### config.mk
export PLATFORM = sky130hd
export DESIGN_NAME = df_job_queue_ctrl
export DESIGN_NICKNAME = d
export VERILOG_FILES = /design/src/rtl/df_ctrl_pkg.sv /design/src/rtl/df_job_fifo.sv /design/src/rtl/df_job_queue_ctrl.sv
export SDC_FILE = /design/constraint.sdc
export NUM_CORES = 2
export LEC_CHECK = 0
export CORE_ASPECT_RATIO = 1.25
export CORE_UTILIZATION = 53
export CTS_BUF_LIST = sky130_fd_sc_hd__clkbuf_4
export DETAILED_ROUTE_END_ITERATION = 6
export PLACE_DENSITY = 0.72
export SKIP_CTS_REPAIR_TIMING = 1
export SYNTH_ARGS = -nofsm -noshare
export SYNTH_HDL_FRONTEND = slang
export SYNTH_SLANG_ARGS = --single-unit
### constraint.sdc
create_clock -name clk -period 120.5 [get_ports clk]
set_clock_uncertainty 0.05 [all_clocks]
set_input_delay 18.075 -clock clk [delete_from_list [all_inputs] [get_ports clk]]
set_output_delay 18.075 -clock clk [all_outputs]
set_load 0.02 [all_outputs]
### src/rtl/df_ctrl_pkg.sv
// Shared constants and types for the dataflow job queue controller:
// register map, bit positions, response codes and the launch FSM state enum.
package df_ctrl_pkg;

    localparam logic [7:0] REG_CTRL   = 8'h00;
    localparam logic [7:0] REG_STATUS = 8'h04;
    localparam logic [7:0] REG_IEN    = 8'h08;
    localparam logic [7:0] REG_ISR    = 8'h0C;
    localparam logic [7:0] REG_ARG0   = 8'h10;

    localparam int CTRL_PUSH_BIT  = 0;
    localparam int CTRL_DONE_BIT  = 1;
    localparam int CTRL_FLUSH_BIT = 2;

    localparam int STAT_FULL_BIT  = 0;
    localparam int STAT_EMPTY_BIT = 1;
    localparam int STAT_RUN_BIT   = 2;
    localparam int STAT_OVF_BIT   = 3;

    localparam int ISR_DONE_BIT  = 0;
    localparam int ISR_DRAIN_BIT = 1;
    localparam int ISR_OVF_BIT   = 2;

    localparam logic [7:0]  VERSION       = 8'hC1;
    localparam logic [31:0] BAD_ADDR_DATA = 32'h1BADADD2;
    localparam logic [1:0]  RESP_OKAY     = 2'b00;
    localparam logic [1:0]  RESP_SLVERR   = 2'b10;

    localparam int JOB_N_ARGS = 16;

    typedef enum logic [1:0] {
        IDLE   = 2'd0,
        LAUNCH = 2'd1,
        RUN    = 2'd2
    } state_e;

    typedef logic [JOB_N_ARGS-1:0][31:0] job_t;

    // Expand a 4-bit byte strobe into a 32-bit bit mask.
    function automatic logic [31:0] strb_mask(input logic [3:0] strb);
        logic [31:0] m;
        for (int b = 0; b < 4; b++) begin
            m[8*b +: 8] = {8{strb[b]}};
        end
        return m;
    endfunction

endpackage

### src/rtl/df_job_fifo.sv
// Circular job-descriptor store. A flush is applied before the pop/push of the same
// cycle, so a push accompanied by a flush or a pop always finds room.
module df_job_fifo
    import df_ctrl_pkg::*;
#(
    parameter int N_ARGS = 16,
    parameter int DEPTH  = 4
) (
    input  logic                              clk,
    input  logic                              rst,
    input  logic                              push,
    input  logic [N_ARGS-1:0][31:0]           push_data,
    input  logic                              pop,
    input  logic                              flush_all,
    input  logic                              flush_keep_head,
    output logic                              push_drop,
    output logic                              drained,
    output logic                              full,
    output logic                              empty,
    output logic [$clog2(DEPTH):0]            occupancy,
    output logic [N_ARGS-1:0][31:0]           head
);

    localparam int PW = $clog2(DEPTH);
    localparam int CW = PW + 1;

    logic [N_ARGS-1:0][31:0] mem_r [DEPTH];
    logic [PW-1:0]           rd_ptr_r;
    logic [CW-1:0]           cnt_r;

    logic [CW-1:0] base_cnt_s;
    logic [CW-1:0] cnt_next_s;
    logic [PW-1:0] wr_idx_s;
    logic          pop_eff_s;
    logic          push_ok_s;

    // Occupancy after flush, then pop/push acceptance and the resulting count.
    always_comb begin
        base_cnt_s = cnt_r;
        if (flush_all) begin
            base_cnt_s = {CW{1'b0}};
        end else if (flush_keep_head) begin
            base_cnt_s = (cnt_r != {CW{1'b0}}) ? {{(CW-1){1'b0}}, 1'b1} : {CW{1'b0}};
        end else begin
            base_cnt_s = cnt_r;
        end
        pop_eff_s  = pop && (base_cnt_s != {CW{1'b0}});
        push_ok_s  = push && ((base_cnt_s != CW'(DEPTH)) || pop_eff_s);
        push_drop  = push && !push_ok_s;
        wr_idx_s   = rd_ptr_r + base_cnt_s[PW-1:0];
        cnt_next_s = base_cnt_s - {{(CW-1){1'b0}}, pop_eff_s} + {{(CW-1){1'b0}}, push_ok_s};
        drained    = pop_eff_s && (cnt_next_s == {CW{1'b0}});
    end

    // Pointer, count and storage update.
    always_ff @(posedge clk or posedge rst) begin
        if (rst) begin
            rd_ptr_r <= {PW{1'b0}};
            cnt_r    <= {CW{1'b0}};
            for (int i = 0; i < DEPTH; i++) begin
                mem_r[i] <= '0;
            end
        end else begin
            cnt_r <= cnt_next_s;
            if (pop_eff_s) begin
                rd_ptr_r <= rd_ptr_r + {{(PW-1){1'b0}}, 1'b1};
            end
            if (push_ok_s) begin
                mem_r[wr_idx_s] <= push_data;
            end
        end
    end

    assign full      = (cnt_r == CW'(DEPTH));
    assign empty     = (cnt_r == {CW{1'b0}});
    assign occupancy = cnt_r;
    assign head      = mem_r[rd_ptr_r];

endmodule

### src/rtl/df_job_queue_ctrl.sv
// AXI-lite programmed job queue that launches queued descriptors back-to-back
// to the dataflow FSM and reports completion, drain and overflow interrupts.
module df_job_queue_ctrl
    import df_ctrl_pkg::*;
#(
    parameter int N_ARGS              = 16,
    parameter int QUEUE_DEPTH         = 4,
    parameter int AXI_LITE_DATA_WIDTH = 32,
    parameter int AXI_LITE_ADDR_WIDTH = 32
) (
    input  logic                               clk,
    input  logic                               rst,
    input  logic [AXI_LITE_ADDR_WIDTH-1:0]     cfg_awaddr,
    input  logic                               cfg_awvalid,
    output logic                               cfg_awready,
    input  logic [AXI_LITE_DATA_WIDTH-1:0]     cfg_wdata,
    input  logic [AXI_LITE_DATA_WIDTH/8-1:0]   cfg_wstrb,
    input  logic                               cfg_wvalid,
    output logic                               cfg_wready,
    output logic [1:0]                         cfg_bresp,
    output logic                               cfg_bvalid,
    input  logic                               cfg_bready,
    input  logic [AXI_LITE_ADDR_WIDTH-1:0]     cfg_araddr,
    input  logic                               cfg_arvalid,
    output logic                               cfg_arready,
    output logic [AXI_LITE_DATA_WIDTH-1:0]     cfg_rdata,
    output logic [1:0]                         cfg_rresp,
    output logic                               cfg_rvalid,
    input  logic                               cfg_rready,
    output logic [N_ARGS-1:0][31:0]            job_args,
    output logic                               job_start,
    input  logic                               job_done,
    output logic                               irq_out
);

    localparam int CW = $clog2(QUEUE_DEPTH) + 1;

    state_e                  state_r, next_state_s;
    logic [N_ARGS-1:0][31:0] stage_r;
    logic                    done_r, ovf_r, irq_r, job_start_r;
    logic [2:0]              ien_r, isr_r, isr_set_s;
    logic [15:0]             job_cnt_r;
    logic                    bvalid_r, rvalid_r;
    logic [1:0]              bresp_r, rresp_r;
    logic [31:0]             rdata_r;

    logic        wr_acc_s, rd_acc_s, w_ok_s, w_arg_hit_s, r_arg_hit_s;
    logic [7:0]  waddr_s, raddr_s;
    logic [5:0]  widx_s, ridx_s;
    logic [31:0] wmask_s, wd_s, rdata_s, arg_rd_s;
    logic [1:0]  rresp_s;
    logic        push_s, flush_s, done_clr_s, ovf_clr_s, ien_we_s;
    logic [2:0]  isr_clr_s;
    logic        pop_s, flush_all_s, flush_keep_s, running_s;
    logic        push_drop_s, drained_s, full_s, empty_s;
    logic [CW-1:0] occ_s;
    logic        unused_addr_s;

    assign unused_addr_s = ^{cfg_awaddr[AXI_LITE_ADDR_WIDTH-1:8], cfg_araddr[AXI_LITE_ADDR_WIDTH-1:8]};

    assign wr_acc_s    = cfg_awvalid && cfg_wvalid && (!bvalid_r || cfg_bready);
    assign rd_acc_s    = cfg_arvalid && (!rvalid_r || cfg_rready);
    assign cfg_awready = wr_acc_s;
    assign cfg_wready  = wr_acc_s;
    assign cfg_arready = rd_acc_s;

    assign waddr_s     = cfg_awaddr[7:0];
    assign raddr_s     = cfg_araddr[7:0];
    assign widx_s      = waddr_s[7:2] - 6'd4;
    assign ridx_s      = raddr_s[7:2] - 6'd4;
    assign w_arg_hit_s = (waddr_s[1:0] == 2'b00) && (waddr_s >= REG_ARG0) && ({26'd0, widx_s} < 32'(N_ARGS));
    assign r_arg_hit_s = (raddr_s[1:0] == 2'b00) && (raddr_s >= REG_ARG0) && ({26'd0, ridx_s} < 32'(N_ARGS));
    assign wmask_s     = strb_mask(cfg_wstrb);
    assign wd_s        = cfg_wdata & wmask_s;

    // Write decode: strobed command bits and the OKAY/SLVERR decision.
    always_comb begin
        push_s     = 1'b0;
        flush_s    = 1'b0;
        done_clr_s = 1'b0;
        ovf_clr_s  = 1'b0;
        ien_we_s   = 1'b0;
        isr_clr_s  = 3'b000;
        w_ok_s     = 1'b0;
        if (wr_acc_s) begin
            case (waddr_s)
                REG_CTRL: begin
                    push_s     = wd_s[CTRL_PUSH_BIT];
                    done_clr_s = wd_s[CTRL_DONE_BIT];
                    flush_s    = wd_s[CTRL_FLUSH_BIT];
                    w_ok_s     = 1'b1;
                end
                REG_STATUS: begin
                    ovf_clr_s = wd_s[STAT_OVF_BIT];
                    w_ok_s    = 1'b1;
                end
                REG_IEN: begin
                    ien_we_s = 1'b1;
                    w_ok_s   = 1'b1;
                end
                REG_ISR: begin
                    isr_clr_s = wd_s[2:0];
                    w_ok_s    = 1'b1;
                end
                default: w_ok_s = w_arg_hit_s;
            endcase
        end else begin
            w_ok_s = 1'b0;
        end
    end

    // Staging argument selected by the read address.
    always_comb begin
        arg_rd_s = 32'h0;
        for (int i = 0; i < N_ARGS; i++) begin
            arg_rd_s = arg_rd_s | ((ridx_s == 6'(i)) ? stage_r[i] : 32'h0);
        end
    end

    // Read mux sampling register state at the acceptance cycle.
    always_comb begin
        rdata_s = 32'h0;
        rresp_s = RESP_OKAY;
        case (raddr_s)
            REG_CTRL: begin
                rdata_s[31:24]        = VERSION;
                rdata_s[CTRL_DONE_BIT] = done_r;
            end
            REG_STATUS: begin
                rdata_s[STAT_FULL_BIT]  = full_s;
                rdata_s[STAT_EMPTY_BIT] = empty_s;
                rdata_s[STAT_RUN_BIT]   = running_s;
                rdata_s[STAT_OVF_BIT]   = ovf_r;
                rdata_s[12:8]           = 5'(occ_s);
                rdata_s[31:16]          = job_cnt_r;
            end
            REG_IEN: rdata_s[2:0] = ien_r;
            REG_ISR: rdata_s[2:0] = isr_r;
            default: begin
                if (r_arg_hit_s) begin
                    rdata_s = arg_rd_s;
                end else begin
                    rdata_s = BAD_ADDR_DATA;
                    rresp_s = RESP_SLVERR;
                end
            end
        endcase
    end

    // Launch FSM next state; a flush in IDLE suppresses the launch decision.
    always_comb begin
        next_state_s = state_r;
        pop_s        = 1'b0;
        case (state_r)
            IDLE: begin
                if (!empty_s && !flush_all_s) begin
                    next_state_s = LAUNCH;
                end else begin
                    next_state_s = IDLE;
                end
            end
            LAUNCH: next_state_s = RUN;
            RUN: begin
                if (job_done) begin
                    pop_s        = 1'b1;
                    next_state_s = IDLE;
                end else begin
                    next_state_s = RUN;
                end
            end
            default: next_state_s = IDLE;
        endcase
    end

    assign running_s    = (state_r != IDLE);
    assign flush_all_s  = flush_s && !running_s;
    assign flush_keep_s = flush_s && running_s;

    // Hardware interrupt causes for this cycle.
    always_comb begin
        isr_set_s                = 3'b000;
        isr_set_s[ISR_DONE_BIT]  = pop_s;
        isr_set_s[ISR_DRAIN_BIT] = drained_s;
        isr_set_s[ISR_OVF_BIT]   = push_drop_s;
    end

    df_job_fifo #(
        .N_ARGS (N_ARGS),
        .DEPTH  (QUEUE_DEPTH)
    ) u_fifo (
        .clk             (clk),
        .rst             (rst),
        .push            (push_s),
        .push_data       (stage_r),
        .pop             (pop_s),
        .flush_all       (flush_all_s),
        .flush_keep_head (flush_keep_s),
        .push_drop       (push_drop_s),
        .drained         (drained_s),
        .full            (full_s),
        .empty           (empty_s),
        .occupancy       (occ_s),
        .head            (job_args)
    );

    // FSM state, launch pulse and interrupt output registers.
    always_ff @(posedge clk or posedge rst) begin
        if (rst) begin
            state_r     <= IDLE;
            job_start_r <= 1'b0;
            irq_r       <= 1'b0;
        end else begin
            state_r     <= next_state_s;
            job_start_r <= (next_state_s == LAUNCH);
            irq_r       <= |(isr_r & ien_r);
        end
    end

    // Software-visible registers; a hardware set beats a same-cycle W1C.
    always_ff @(posedge clk or posedge rst) begin
        if (rst) begin
            done_r    <= 1'b0;
            ovf_r     <= 1'b0;
            ien_r     <= 3'b000;
            isr_r     <= 3'b000;
            job_cnt_r <= 16'h0000;
            for (int i = 0; i < N_ARGS; i++) begin
                stage_r[i] <= 32'h0;
            end
        end else begin
            done_r <= (done_r && !done_clr_s) || pop_s;
            ovf_r  <= (ovf_r && !ovf_clr_s) || push_drop_s;
            isr_r  <= (isr_r & ~isr_clr_s) | isr_set_s;
            if (ien_we_s) begin
                ien_r <= (ien_r & ~wmask_s[2:0]) | wd_s[2:0];
            end
            if (pop_s) begin
                job_cnt_r <= job_cnt_r + 16'd1;
            end
            for (int i = 0; i < N_ARGS; i++) begin
                if (wr_acc_s && w_arg_hit_s && (widx_s == 6'(i))) begin
                    stage_r[i] <= (stage_r[i] & ~wmask_s) | wd_s;
                end
            end
        end
    end

    // Single-entry B and R response slots.
    always_ff @(posedge clk or posedge rst) begin
        if (rst) begin
            bvalid_r <= 1'b0;
            bresp_r  <= RESP_OKAY;
            rvalid_r <= 1'b0;
            rresp_r  <= RESP_OKAY;
            rdata_r  <= 32'h0;
        end else begin
            if (wr_acc_s) begin
                bvalid_r <= 1'b1;
                bresp_r  <= w_ok_s ? RESP_OKAY : RESP_SLVERR;
            end else if (cfg_bready) begin
                bvalid_r <= 1'b0;
            end
            if (rd_acc_s) begin
                rvalid_r <= 1'b1;
                rresp_r  <= rresp_s;
                rdata_r  <= rdata_s;
            end else if (cfg_rready) begin
                rvalid_r <= 1'b0;
            end
        end
    end

    assign cfg_bvalid = bvalid_r;
    assign cfg_bresp  = bresp_r;
    assign cfg_rvalid = rvalid_r;
    assign cfg_rresp  = rresp_r;
    assign cfg_rdata  = rdata_r;
    assign job_start  = job_start_r;
    assign irq_out    = irq_r;

endmodule

==> impl_metrics.env <==
export IMPL_outcome="finished, violations left"
export IMPL_violations="design-rule violations"
export IMPL_final_hold_viol_count=0
export IMPL_worst_ir_drop_vdd_mv=0.01085
export IMPL_synth_distinct_cells=68
export IMPL_arrival_ps=20960
export IMPL_final_cell_mix="2,627 x dfrtp_1, 2,009 x mux2_2, 916 x clkbuf_4, 607 x clkdlybuf4s50_1, 563 x mux2_1"
export IMPL_critical_path_top_delay_family="buffers and inverters"
export IMPL_synthTopCellsByArea="dfrtp_1 58%, mux2_2 20%, mux4_2 10%, mux2_1 5.6%, a22oi_1 0.77%"
export IMPL_ys_seq_area_frac=0.5797
export IMPL_async_flop_share=1.000
export IMPL_final_common_cell="dfrtp_1"
export IMPL_firstDrtPassIters=7
export IMPL_grt_pass1_wl_mm=537.1
export IMPL_min_period_ps=39080
export IMPL_ys_flop_type="dfrtp_1"
export IMPL_worstHoldPathCells=1
export IMPL_maxSlewHeadroom=0.08205
export IMPL_grt_max_degree=193
export IMPL_seqPwrFrac=0.517
export IMPL_share_clk_of_total_power=0.413
export IMPL_fp_dieH_um=519.3
export IMPL_slowest_stage="inv_1"
export IMPL_worst_slack_ps=81420
export IMPL_end_kind="output pin"
export IMPL_rsz0062_at_grt="false"
export IMPL_grt_ovfl_total=0
export IMPL_cellPowerDensity_nw_per_um2=13.50
export IMPL_hpwl_mm=257.7
export IMPL_first_iter_violations=7276
export IMPL_hold_worst_slack_ps=429.5
export IMPL_insertion_delay_ps=1410
export IMPL_post_route_period_util=0.3243
export IMPL_start_util=0.5344
export IMPL_via_per_inst=6.476
export IMPL_path_cells="clkdlybuf4s50_1 -> nand2b_1 -> nand2_1 -> buf_4 -> inv_1 -> clkdlybuf4s50_1"
export IMPL_yosys_area_top_type_share=0.5797
export IMPL_fmax_mhz=25.59
export IMPL_drc=1
export IMPL_cts_root_buf="clkbuf_4"
export IMPL_p_leak_nw=63.12
export IMPL_total_power_mw=1.748
export IMPL_clockBufferDepth=4
export IMPL_critPathKind="input pin to output pin"
export IMPL_grt_pass1_vias=73148
export IMPL_cpPeakStageDelay_ps=910
export IMPL_area_delta_synth_final_pct=14.12
export IMPL_power_switching_mw=0.4530
export IMPL_grt_usage=0.3496
export IMPL_synth_area_um2=113500
export IMPL_path_max_fanout=30
export IMPL_antenna_found_initial=49
export IMPL_cts_tree="built"
export IMPL_final_util=0.6098
export IMPL_min_path_type="register to register"
export IMPL_chipWidth_um=415.9
export IMPL_routed_wl_mm=377.8
export IMPL_internal_power_mw=1.295
export IMPL_synth_edf_count=0
export IMPL_finalSetupViolCount=0
export IMPL_drive_gt1_frac=0.4453
export IMPL_io_pins=663
export IMPL_crit_top_cell="clkdlybuf4s50_1"
export IMPL_synth_top_area_cell="dfrtp_1"
export IMPL_p_sw_frac=0.2592
export IMPL_maxCapViolCount=0
export IMPL_core_area_um2=212400
export IMPL_clkTransAtPathRegs_ps=60
export IMPL_syn_mean_instance_area_um2=16.52
export IMPL_ys_ff_latch=2629
export IMPL_setup_tns_ps=0
export IMPL_cp_num_buf_inv=4
export IMPL_cp_num_cells=6
export IMPL_crit_required_ps=102380
export IMPL_r2r_cells=12
export IMPL_wl_per_cell_um=34.32
export IMPL_share_comb_of_total_power=0.070
export IMPL_ys_warn_count=0
export IMPL_cts_sinks=2629
export IMPL_numPortBuffers=612
export IMPL_postRouteAntennaNets=0
export IMPL_worst_pin_slew_ps=1373
export IMPL_via_count=71280
export IMPL_cts_made_buffers=655
export IMPL_drv_slew=0
export IMPL_h_tree_depth=6
export IMPL_fin_nets=7928
export IMPL_pre_cts_ws_ps=81470
export IMPL_place_gp_congestion=0.9990
export IMPL_die_area_um2=216000
export IMPL_synthesis_instances=6871
export IMPL_rows=189
export IMPL_worst_setup_path_start_kind="input pin"
Yosys cell counts, types with 15 or more instances:
master,number
a21oi_1,32
a221oi_1,40
a22o_1,41
a22oi_1,117
and3_1,26
buf_1,55
buf_2,87
buf_4,113
buf_6,47
clkbuf_1,156
dfrtp_1,2629
mux2_1,563
mux2_2,2009
mux4_2,514
nand2_1,118
nand3_1,16
nand4_1,34
nor2_1,62
nor3_1,15
o21ai_0,23
metrics by stage:
stage | instance area [um^2] | std cells
3_3_place_gp | 121700 | 9927
2_1_floorplan | 113500 | 6872
3_5_place_dp | 121700 | 9927
5_1_grt | 129500 | 10998
6_report | 129500 | 11007
4_1_cts | 129500 | 10990
cell type report:
cell class                 instances  area [um^2]
clock inverter                   147        839.6
tap                             2769         3465
clock buffer                     916         6877
inverter                           9        41.29
sequential                      2629        65800
antenna                           17        42.54
fill                           16197        82860
multi-input combinational       3776        45160
timing repair buffer             744         7279
worst register-to-register path, stage by stage (launching register included):
cell,delay (ps)
dfrtp_1,380
nor2b_1,170
nor3_2,720
nand4_4,290
o31a_1,370
ha_1,210
xor2_1,150
a21oi_1,580
o21a_4,820
buf_4,910
buf_12,620
buf_4,1070
mux2_2,510
per-layer routing:
metal	track usage	part of all wire	up-vias
li1	-	-	28070
met1	0.4636	0.39	38655
met2	0.5256	0.46	3688
met3	0.09619	0.094	841
met4	0.1896	0.060	26
met5	0	0.00051	-
worst paths after layout:
kind	start	endpoint	slack, ps
max	cfg_rready	cfg_arready	81420
min	u_fifo.mem_r[666]	u_fifo.mem_r[666]	430
max reg2reg	cfg_bvalid	u_fifo.mem_r[1538]	113590
min reg2reg	u_fifo.mem_r[666]	u_fifo.mem_r[666]	430
max in group asynchronous	rst	u_fifo.mem_r[1963]	97960
min in group asynchronous	rst	u_fifo.mem_r[98]	17200
kinds of logic after synthesis:
| logic type | count (synthesis) | share of synthesized area |
|---|---|---|
| AOI/OAI and AO/OA | 321 | 0.02161 |
| xor gates and xnor gates | 20 | 0.001544 |
| adders and majority gates | 5 | 0.0006175 |
| buffers and inverters | 467 | 0.02325 |
| DFF | 2629 | 0.5797 |
| muxes | 3100 | 0.3585 |
| other | 1 | 0.00003305 |
| and+or+nand+nor | 328 | 0.01472 |
power by group through the flow:
stage	sequential, mW	combinational, mW	clock, mW
global placement	0.918	0.123	0
detailed placement	0.919	0.124	0
finish	0.903	0.123	0.722
floorplan	0.913	0.0877	0
global route	0.902	0.131	0.783
CTS	0.902	0.124	0.737
No activity file was read; power rests on OpenSTA's default activity.
